## src/rtl/d_debounce_sync.sv

```systemverilog
// -----------------------------------------------------------------------------
// d_debounce_sync
//   Conditions a raw asynchronous level (button, switch, external strobe) into
//   a clean clock-synchronous level. A two-flop synchronizer feeds a two-state
//   qualifier that only lets dout follow the synchronized input after it has
//   differed from dout for STABLE_CYCLES+1 consecutive clocks. Shorter
//   excursions are dropped. One-cycle rise/fall pulses accompany every flip.
//
// Parameters
//   CNT_W          width of stability counter (2**CNT_W > STABLE_CYCLES)
//   STABLE_CYCLES  qualification length in clocks (>= 1)
//   RESET_LEVEL    level of dout and both sync flops while in reset
//
// Ports
//   clk   in   rising-edge clock
//   rst   in   asynchronous reset, active low
//   din   in   raw asynchronous level
//   dout  out  debounced level
//   rise  out  one-cycle pulse when dout goes 0->1
//   fall  out  one-cycle pulse when dout goes 1->0
//   busy  out  high while a candidate change is being qualified
// -----------------------------------------------------------------------------
module d_debounce_sync #(
   parameter int unsigned CNT_W         = 4,
   parameter int unsigned STABLE_CYCLES = 8,
   parameter logic        RESET_LEVEL   = 1'b0
) (
   input  logic clk,
   input  logic rst,
   input  logic din,
   output logic dout,
   output logic rise,
   output logic fall,
   output logic busy
);

   typedef enum logic {
      ST_IDLE  = 1'b0,
      ST_COUNT = 1'b1
   } state_t;

   localparam logic [CNT_W-1:0] LP_STABLE = CNT_W'(STABLE_CYCLES);

   state_t           r_state;
   logic             r_s1;
   logic             r_s2;
   logic             r_dout;
   logic             r_rise;
   logic             r_fall;
   logic             r_busy;
   logic [CNT_W-1:0] r_cnt;

   // Two-flop synchronizer; r_s2 is the only view of din the qualifier uses.
   always_ff @(posedge clk or negedge rst) begin
      if (!rst) begin
         r_s1 <= RESET_LEVEL;
         r_s2 <= RESET_LEVEL;
      end else begin
         r_s1 <= din;
         r_s2 <= r_s1;
      end
   end

   // Qualifier FSM. The counter saturates at LP_STABLE: reaching it while the
   // input still differs commits the flip and returns to idle.
   always_ff @(posedge clk or negedge rst) begin
      if (!rst) begin
         r_state <= ST_IDLE;
         r_cnt   <= '0;
         r_dout  <= RESET_LEVEL;
         r_rise  <= 1'b0;
         r_fall  <= 1'b0;
         r_busy  <= 1'b0;
      end else begin
         r_rise <= 1'b0;
         r_fall <= 1'b0;
         case (r_state)
            ST_IDLE: begin
               if (r_s2 != r_dout) begin
                  r_state <= ST_COUNT;
                  r_cnt   <= CNT_W'(1);
                  r_busy  <= 1'b1;
               end else begin
                  r_cnt  <= '0;
                  r_busy <= 1'b0;
               end
            end
            ST_COUNT: begin
               if (r_s2 == r_dout) begin
                  // input returned before qualifying: glitch rejected
                  r_state <= ST_IDLE;
                  r_cnt   <= '0;
                  r_busy  <= 1'b0;
               end else if (r_cnt < LP_STABLE) begin
                  r_cnt  <= r_cnt + CNT_W'(1);
                  r_busy <= 1'b1;
               end else begin
                  r_dout  <= r_s2;
                  r_rise  <= r_s2;
                  r_fall  <= !r_s2;
                  r_state <= ST_IDLE;
                  r_cnt   <= '0;
                  r_busy  <= 1'b0;
               end
            end
            default: begin
               r_state <= ST_IDLE;
               r_cnt   <= '0;
               r_busy  <= 1'b0;
            end
         endcase
      end
   end

   assign dout = r_dout;
   assign rise = r_rise;
   assign fall = r_fall;
   assign busy = r_busy;

endmodule
```

## config.mk

```make
export PLATFORM = sky130hd
export DESIGN_NAME = d_debounce_sync
export DESIGN_NICKNAME = d
export VERILOG_FILES = /design/src/rtl/d_debounce_sync.sv
export SDC_FILE = /design/constraint.sdc
export NUM_CORES = 1
export LEC_CHECK = 0
export CAP_MARGIN = 25
export CORE_AREA = 2 2 39 41
export CTS_BUF_LIST = sky130_fd_sc_hd__clkbuf_8 sky130_fd_sc_hd__clkbuf_16
export CTS_CLUSTER_DIAMETER = 150
export DETAILED_ROUTE_END_ITERATION = 12
export DIE_AREA = 0 0 41 43
export GPL_TIMING_DRIVEN = 0
export PLACE_DENSITY = 0.58
export SETUP_SLACK_MARGIN = 0.2
export SYNTH_ARGS = -nofsm -noshare
export SYNTH_HDL_FRONTEND = slang
export SYNTH_SLANG_ARGS = --single-unit
export TNS_END_PERCENT = 10
```

## constraint.sdc

```tcl
create_clock -name clk -period 0.8 [get_ports clk]
set_input_delay 0.08 -clock clk [delete_from_list [all_inputs] [get_ports clk]]
set_output_delay 0.08 -clock clk [all_outputs]
set_load 0.02 [all_outputs]
```

After elaboration in Yosys (flattened, before gate mapping)
Index checks and enable logic that the tools add are counted.

storage, ports and cells
  memories kept = 0
  bits in latches = 0
  word-level logic and storage cells = 30
  ROM bits = 0
  RAM bits = 0
  output and inout bits = 4
  input port bits = 3
  register bits after elaboration = 10

cells by class
  eq/ne operators = 2
  add/subtract/negate cells = 1
  multipliers = 0
  reductions and logical operators = 2
  bitwise logic cells = 3
  shifts and indexed selects = 0
  muxes and demuxes = 14
  divide/modulo/power cells = 0
  magnitude comparators = 1

operators by type and width
  kind                 count
  $mux 1               10
  $mux 4               2
  $pmux 4 s2           1
  $add 4x1->4 const B  1
  $lt 4x4->1 const B   1
  $not 1->1            3
  $reduce_and 3->1     1
  $pmux 1 s2           1
  $eq 1x1->1           1
  $logic_not 1->1      1
  $ne 1x1->1           1

Logic depth before layout (Yosys ltp)
  depth after elaboration = 4
  depth in mapped cells = 3
  mapped depth without buffers = 3

Worst setup path before layout
Ideal clock, no wire load.

  kind = register to register
  start point = register, netlist name busy
  end point = register r_dout (netlist: dout)
  setup time = 125 ps
  buffers on the path = 0
  stages on the path, launching flop included = 3
  period minus slack after synthesis = 1044 ps
  slack = -244 ps
  arrival time = 919 ps
  required time = 675 ps
  path through = dfrtp_1 -> nand2_1 -> mux2_2

RTL lines
  element               line  RTL
  to (signal assigned)  98    r_dout <= r_s2;
  to (decl)             47    logic r_dout;

==> results <==
## path summary, 6_finish.rpt
check,from,to,slack [ns],cells past startpoint
min in group clk,din,r_s1,0.30,1
max reg2reg,busy,dout,-0.16,2
min,rst,fall,0.16,1
min reg2reg,r_s1,r_s2,0.35,0
max in group asynchronous,rst,r_s2,0.32,1
max,busy,dout,-0.16,2
## cell usage after synthesis
| cell | instances |
|---|---|
| mux2_2 | 1 |
| nor3_1 | 2 |
| xnor2_1 | 2 |
| nand2_1 | 1 |
| nor3b_1 | 3 |
| nor2_1 | 1 |
| a21oi_1 | 1 |
| ha_1 | 1 |
| dfrtp_1 | 10 |
| o21a_1 | 1 |
| or2b_1 | 1 |
| nand3_1 | 1 |
## cell type report
class                   instances  area [sq um]  area share
well taps                      16          20.0      0.0371
repair buffers                  7          53.8      0.0998
multi-input cells              15           156       0.290
clock buffers                   4          55.1       0.102
flip-flops and latches         10           254       0.471
## cell families after synthesis
group	Yosys count
xor gates and xnor gates	2
DFF	10
adders and majority gates	1
AOI/OAI and AO/OA	2
muxes	1
and+or+nand+nor	9
## metrics by stage
step	instance area [sq um]	TNS (ns)
global placement	452	-1.64
global route	539	-1.44
detailed placement	452	-1.78
floorplan	372	-0.759
CTS	510	-1.06
finish	539	-1.02
## worst max-delay path: cells and delay by family, from the launching register on
kind | cells | cell delay, ns
and+or+nand+nor | 1 | 0.11
DFF | 1 | 0.43
muxes | 1 | 0.30
## metal layers
layer  vias up  share of wire  GRT usage  routed length (microns)
li1        107              -          -                        -
met1       113           0.39      0.111                      252
met2         7           0.53      0.125                      342
met3         0          0.075     0.0576                       48
met4         0              0     0.0800                        0
met5         -              0          0                        0
## flip-flops by register name, summed over array words and instances, names as in the netlist
register / cells
r_s2: 1
fall: 1
dout: 1
busy: 1
rise: 1
r_cnt: 4
r_s1: 1
## timing repair
action	4_1_cts	5_1_grt
pin swaps	4	3
setup buffers	1	0
setup endpoints to repair	12	12
resized for setup	20	6
## power breakdown
part	total, mW	switching (mW)	internal, mW
sequential	0.538	0.0153	0.523
combinational	0.0661	0.0302	0.0359
clock	0.611	0.180	0.431
total	1.22	0.226	0.990
==> results.toml <==
[logic_synthesis]
syn_nets = 29
synth-simple-area-share = 0.147
synth_top_area_share = 0.702
synth_compound_area_frac = 0.0351
synth_mux_area_frac = 0.0316
netlist_area_sq_um = 357
synth-seq-cells = 10
synthAdderAreaFrac = 0.0351
synth_xor_area_frac = 0.0491
synth_cell_type_count = 12
ys.warnings.count = 0
synth_top_family_by_area = "simple AND/OR/NAND/NOR gates"
ys_top_cells_by_area = "dfrtp_1 70%, nor3b_1 6.3%, xnor2_1 4.9%"
syn_avg_cell_area_sq_um = 14.3
yosysSeqAreaShare = 0.702
syn_inst = 25
yosysTopAreaCell = "dfrtp_1"

[sta]
clock_skew_ns = 0.00413
worstMarginPinSlew_ns = 0.429
hold_slack_ns = 0.156
slew-limit-headroom = 0.713
grt_setup_unrepaired = "yes"
setup_viol = 10
period_needed_ns = 0.955
drv_slew = 0
fmax_ghz = 1.05
period_share = 1.19
hold_viol_final = 0
setup_ws_ns = -0.155

[critical_path]
cp-start-kind = "flop"
arrival_ns = 1.07
cp.required_ns = 0.91
endpoint_kind = "flop"
crit_fanout = 5
critPathMaxStageDelay_ns = 0.43
crit_path_cell_trace = "nand2_2 -> mux2_4"
critical-path-slowest-cell = "dfrtp_2"
crit_type = "flop to flop"

[power]
peakVddDrop_mv = 1.05
p_leak_nw = 0.235
power_density_mw_per_mm2 = 2250
finalPower_mw = 1.22

[finish]
diodes = 0
fin_nets = 41
layout-drive-gt1-share = 0.556
layout_common_cells = "7 x dfrtp_1, 4 x clkbuf_8, 3 x dfrtp_2, 3 x buf_2"
layout_commonest_cell = "dfrtp_1"
fillers = 132
areaGrowthSynthToFinish_pct = 51.2
final_cells = 52
utilization = 0.390

[outcome]
violations = "setup timing"
status = "finished, violations left"

[route]
drc = 0
drtIter0Drc = 0
ant_nets = 0
vias_per_cell = 4.37
dr.pass1.iters = 1
wire_per_inst_microns = 12.3
wl_microns = 642
via_count = 227

[placed_design]
numPortBuffers = 6
gp_congestion = 0.644
preCtsSetupSlack_ns = -0.340
dp_cells = 47
dpl.hpwl_microns = 461

[hold_path]
worstHoldPathType = "input pin to async pin"

[global_routing]
track_usage = 0.0976
grt_max_degree = 11
grt_antenna_before_repair = 0
grt_remaining_overflow = 0
grt_pass1_vias = 248
grt_pass1_wl_microns = 1070

[clocking]
root_buffer = "clkbuf_8"
clk-insertion-delay-late_ns = 0.23
clock-sinks = 10
cts_made_buffers = 3
cts.clk_slew.worst_paths_ns = 0.05
tritoncts = "done"
htree_levels = 1
cts.hold.buffers_added = 0
clockBufferDepth = 2

[floorplan]
die_w_microns = 41
start_util = 0.258
dieArea_sq_mm = 0.00176
rows = 14
pin_count = 7
fp.dieH_microns = 43
core_area_sq_mm = 0.00138

[flow_run]
cap_violations = 0
Power figures use the tool's default switching activity.
==> edit 1: new RTL, config.mk and constraints unchanged <==
Set the parameter `CNT_W` to 3 (it was 4).
--- a/src/rtl/d_debounce_sync.sv
+++ b/src/rtl/d_debounce_sync.sv
@@ -21,7 +21,7 @@
 //   busy  out  high while a candidate change is being qualified
 // -----------------------------------------------------------------------------
 module d_debounce_sync #(
-   parameter int unsigned CNT_W         = 4,
+   parameter int unsigned CNT_W         = 3,
    parameter int unsigned STABLE_CYCLES = 8,
    parameter logic        RESET_LEVEL   = 1'b0
 ) (
Function: changed (Yosys sat finds a counterexample within 10 cycles, from zero or initial values and one cycle with rst low).
==> edit 1 against the unedited design <==
The flow still finishes with violations (negative setup slack). Final area down 32%. Hold slack lost 0.059 ns. Critical endpoint unchanged. Area after synthesis decreased by 37%. Largest power group is now combinational cells. Routed wire length decreased by 44%. Combinational power increased to 7.3 times the old value. Sequential cell count shrank 4. Setup slack lost 0.099 ns. Maximum frequency down 9.4%. Power rose by 14%.
==> edit 1: results (changes against the unedited design) <==
global route hottest layer=met3 (was met2); final setup fails=7 (was 10); post-synthesis compound-gate area fraction=0% (was 3.51%); CP max FO=3 (was 5); failing checks=negative setup slack (unchanged); CP max stage delay=0.41 ns (was 0.43 ns); DR WL/cell=8.42 microns (was 12.3 microns); 1st-pass router iterations=2 (was 1); Adder-Cell Fraction of Synth Area=11.1% (was 3.51%); GRT met1 Usage=5.25% (was 11.1%); Mapped Cells=15 (was 25); port bufs=6 (unchanged); Layout Nets=33 (was 41); CTS root buffer=clkbuf_8 (unchanged); vias per cell=3.37 (was 4.37); reg2reg path depth=4 (was 2); IR drop worst, VDD=1.21 mV (was 1.05 mV); CP top delay family=flip-flops (unchanged); setup ws final=-0.255 ns (was -0.155 ns); slew margin rel.=81.9% (was 71.3%); all-layer global routing usage=6.26% (was 9.76%); # resized after CTS=10 (was 20); largest family of logic cells by synthesized area=simple AND/OR/NAND/NOR gates (unchanged); Fin Setup TNS=-1.00 ns (was -1.02 ns); Seq/Total Area, Yosys=66.7% (was 70.2%); Slowest-stage cell, CP=dfrtp_2 (unchanged); placed cell area=319 sq um (was 452 sq um); clk_skew=0.00799 ns (was 0.00413 ns); synth cell count leaders=6 x dfrtp_1, 2 x and2_2, 2 x ha_1, 2 x inv_1 (was 10 x dfrtp_1, 3 x nor3b_1, 2 x nor3_1, 2 x xnor2_1); Leak=0.182 nW (was 0.235 nW); gpl congestion=0.588 (was 0.644); post-synthesis xor/xnor area fraction=0% (was 4.91%); yosys warns=0 (unchanged); iteration-0 DRC count of the detailed router=1 (was 0); largest cells by area after synthesis=dfrtp_1 67%, ha_1 11%, and2_2 6.7%, nor2b_4 6.1%, mux2i_1 4.4% (was dfrtp_1 70%, nor3b_1 6.3%, xnor2_1 4.9%, ha_1 3.5%, mux2_2 3.2%); class of the worst hold path=in2async (unchanged); placed cells=37 (was 47); RR Startpoint=dout (was busy); first-pass GRT wire length=621 microns (was 1070 microns); largest net degree at the start of global routing=7 (was 11); Via Count=145 (was 227); layout cell share with drive strength beyond 1=51.9% (was 55.6%); crit path DAT=1.20 ns (was 1.07 ns); most numerous cell in the Yosys netlist=dfrtp_1 (unchanged); Mapped Nets=20 (was 29); vias in the first global route=155 (was 248); # diodes=0 (unchanged); status=finished with violations (unchanged); grt met3 use=7.85% (was 5.76%); post-synthesis mux area share=4.44% (was 3.16%); post-CTS setup buffers=1 (unchanged); global routing usage on met2=7.81% (was 12.5%); Cell variety after synth=7 (was 12); H-tree Lvls=1 (unchanged)
edit 1: cell count changes after synthesis, moves of 2 or more:
cell / unedited run / this run
nor3b_1: 3 / 0
inv_1: 0 / 2
dfrtp_1: 10 / 6
xnor2_1: 2 / 0
nor3_1: 2 / 0
and2_2: 0 / 2
edit 1: routing by layer:
layer / part of all wire (%) / wire, microns
met4: 0 / 0
met3: 19 / 70
met2: 46 / 167
met5: 0 / 0
met1: 35 / 125
edit 1: per-stage QoR:
stage	hold WS, ns	utilization (%)	worst slack [ns]
finish	0.0966	26.7	-0.255
global route	0.122	26.7	-0.343
CTS	0.0985	25.9	-0.275
detailed placement	0.340	23.1	-0.274
global placement	0.330	23.1	-0.280
floorplan	-0.216	-	-0.268
edit 1: layout make-up:
cell class	instances	area, sq um
multi-input combinational	7	82.6
sequential	6	151
timing repair buffer	8	62.6
fill	147	1010
clock buffer	3	41.3
clock inverter	1	3.75
tap	16	20.0
inverter	2	7.51
edit 1: power breakdown:
| part | internal (W) | leakage [nW] | total, W | switching [W] |
|---|---|---|---|---|
| combinational | 0.000255 | 0.0810 | 0.000485 | 0.000230 |
| clock | 0.000329 | 0.0269 | 0.000458 | 0.000129 |
| sequential | 0.000387 | 0.0738 | 0.000440 | 0.0000535 |
| total | 0.000971 | 0.182 | 0.00138 | 0.000413 |
edit 1: worst min-delay path by stage:
| stage | start | endpoint | slack, ns | cells after the start |
|---|---|---|---|---|
| finish | rst | rise | 0.1 | 1 |
| global route | rst | fall | 0.12 | 1 |
| floorplan | rst | busy | -0.22 | 0 |
| global placement | rst | fall | 0.33 | 1 |
| detailed placement | rst | fall | 0.34 | 1 |
| CTS | rst | fall | 0.1 | 1 |
==> edit 2: new RTL, config.mk and constraints unchanged <==
Without the edit above. Register the output `dout` once more; this adds one clock of latency there. The other outputs are not delayed to match. Comments in the files are not updated.
--- a/src/rtl/d_debounce_sync.sv
+++ b/src/rtl/d_debounce_sync.sv
@@ -112,7 +112,9 @@
       end
    end
 
-   assign dout = r_dout;
+   always_ff @(posedge clk) begin
+      dout <= r_dout;
+   end
    assign rise = r_rise;
    assign fall = r_fall;
    assign busy = r_busy;
Check against the original RTL: no difference found for any inputs over 10 cycles, from zero or initial values and one cycle with rst low; that may be too few to reach the edited logic, so the function may still have changed.
==> edit 2 against the unedited design <==
Routed wire length rose by 14%. The run still ends with negative setup slack left. Cell count rose by 5.8%. Die area unchanged. Setup slack improved by 0.012 ns. Sequential cell count grew 1. Power shrank 1.7%. Final area rose by 5.6%. Largest power group is now registers. Sequential share of layout area increased by 1.3 points. Core utilization increased by 2.2 points. Area after synthesis is 5.6% higher. Maximum frequency rose by 1.3%.
==> edit 2: results (changes against the unedited design) <==
Leak=0.253 nW (was 0.235 nW); Seq/Total Area, Yosys=71.8% (was 70.2%); drt total wl=729 microns (was 642 microns); comb pwr=0.0000694 W (was 0.0000661 W); Syn Area/Cell=14.5 sq um (was 14.3 sq um); gpl congestion=0.648 (was 0.644); IR drop worst, VDD=0.859 mV (was 1.05 mV); net switching power figure=0.000248 W (was 0.000226 W); fill count=130 (was 132); first-pass GRT wire length=1250 microns (was 1070 microns); setup ws final=-0.143 ns (was -0.155 ns); Layout Nets=44 (was 41); post-place setup slack=-0.272 ns (was -0.340 ns); CTS buffer count=3 (unchanged); CP max FO=5 (unchanged); RR Startpoint=busy (unchanged); largest cells by area after synthesis=dfrtp_1 66%, nor3b_1 6.0%, dfxtp_1 5.3%, xnor2_1 4.7%, ha_1 3.3% (was dfrtp_1 70%, nor3b_1 6.3%, xnor2_1 4.9%, ha_1 3.5%, mux2_2 3.2%); Fin Setup TNS=-0.848 ns (was -1.02 ns); RR Endpoint=r_dout (was dout); clk_skew=0.00119 ns (was 0.00413 ns); layout cell share with drive strength beyond 1=59.0% (was 55.6%); Cell variety after synth=13 (was 12); final setup fails=9 (was 10); CTS root buffer=clkbuf_8 (unchanged); Mapped Nets=30 (was 29); vias in the first global route=291 (was 248); Via Count=245 (was 227); Worst-Margin Slew=0.436 ns (was 0.429 ns); ys async rst share=90.9% (was 100%); failing checks=negative setup slack (unchanged); vias per cell=4.45 (was 4.37); sequential power=0.000588 W (was 0.000538 W); placed cells=48 (was 47); status=finished with violations (unchanged)
-- edit 2: final cells by class --
class,count,share of cell area [%]
sequential,11,48.4
multi-input combinational,15,28.1
timing repair buffer,9,12.1
clock buffer,3,7.25
tap,16,3.52
clock inverter,1,0.659
-- edit 2: routing by layer --
metal | GRT usage (%) | wire, microns | vias to the layer above
met5 | 0 | 0 | -
met2 | 17.5 | 402 | 7
met3 | 3.14 | 35 | 2
li1 | - | - | 116
met1 | 12.2 | 276 | 120
met4 | 8.00 | 15 | 0
-- edit 2: critical path, stage by stage, from the launching register on --
cell,delay [ns]
dfrtp_2,0.43
nand2_2,0.10
mux2_4,0.30
-- edit 2: repair_timing --
item                       in CTS  in global routing
buffers inserted                1                  2
gates resized for setup        25                  4
pin swaps                       4                  1
setup endpoints to repair      12                 13
-- edit 2: through the flow --
step,hold slack [ns],area (sq um)
after floorplan,-0.216,384
after global placement,0.333,464
after detailed placement,0.363,464
after CTS,0.162,539
after global routing,0.193,569
final,0.154,569
-- edit 2: worst min path at each step --
stage / from / to / depth (start not counted)
4_1_cts: rst / fall / 1
3_3_place_gp: r_s1 / r_s2 / 0
6_report: rst / fall / 1
5_1_grt: rst / fall / 1
2_1_floorplan: rst / busy / 0
3_5_place_dp: r_s1 / r_s2 / 0
-- edit 2: cell families (layout without fill, tap and decap cells) --
family | count (synthesis) | in the layout | synth area share, %
AND/OR/NAND/NOR | 9 | 9 | 14.0
AO/OA/AOI/OAI | 2 | 2 | 3.32
XOR/XNOR | 2 | 2 | 4.65
buffers and inverters | 0 | 13 | 0
multiplexers | 1 | 1 | 2.99
adder cells (fa/ha/maj) | 1 | 1 | 3.32
flip-flops | 11 | 11 | 71.8
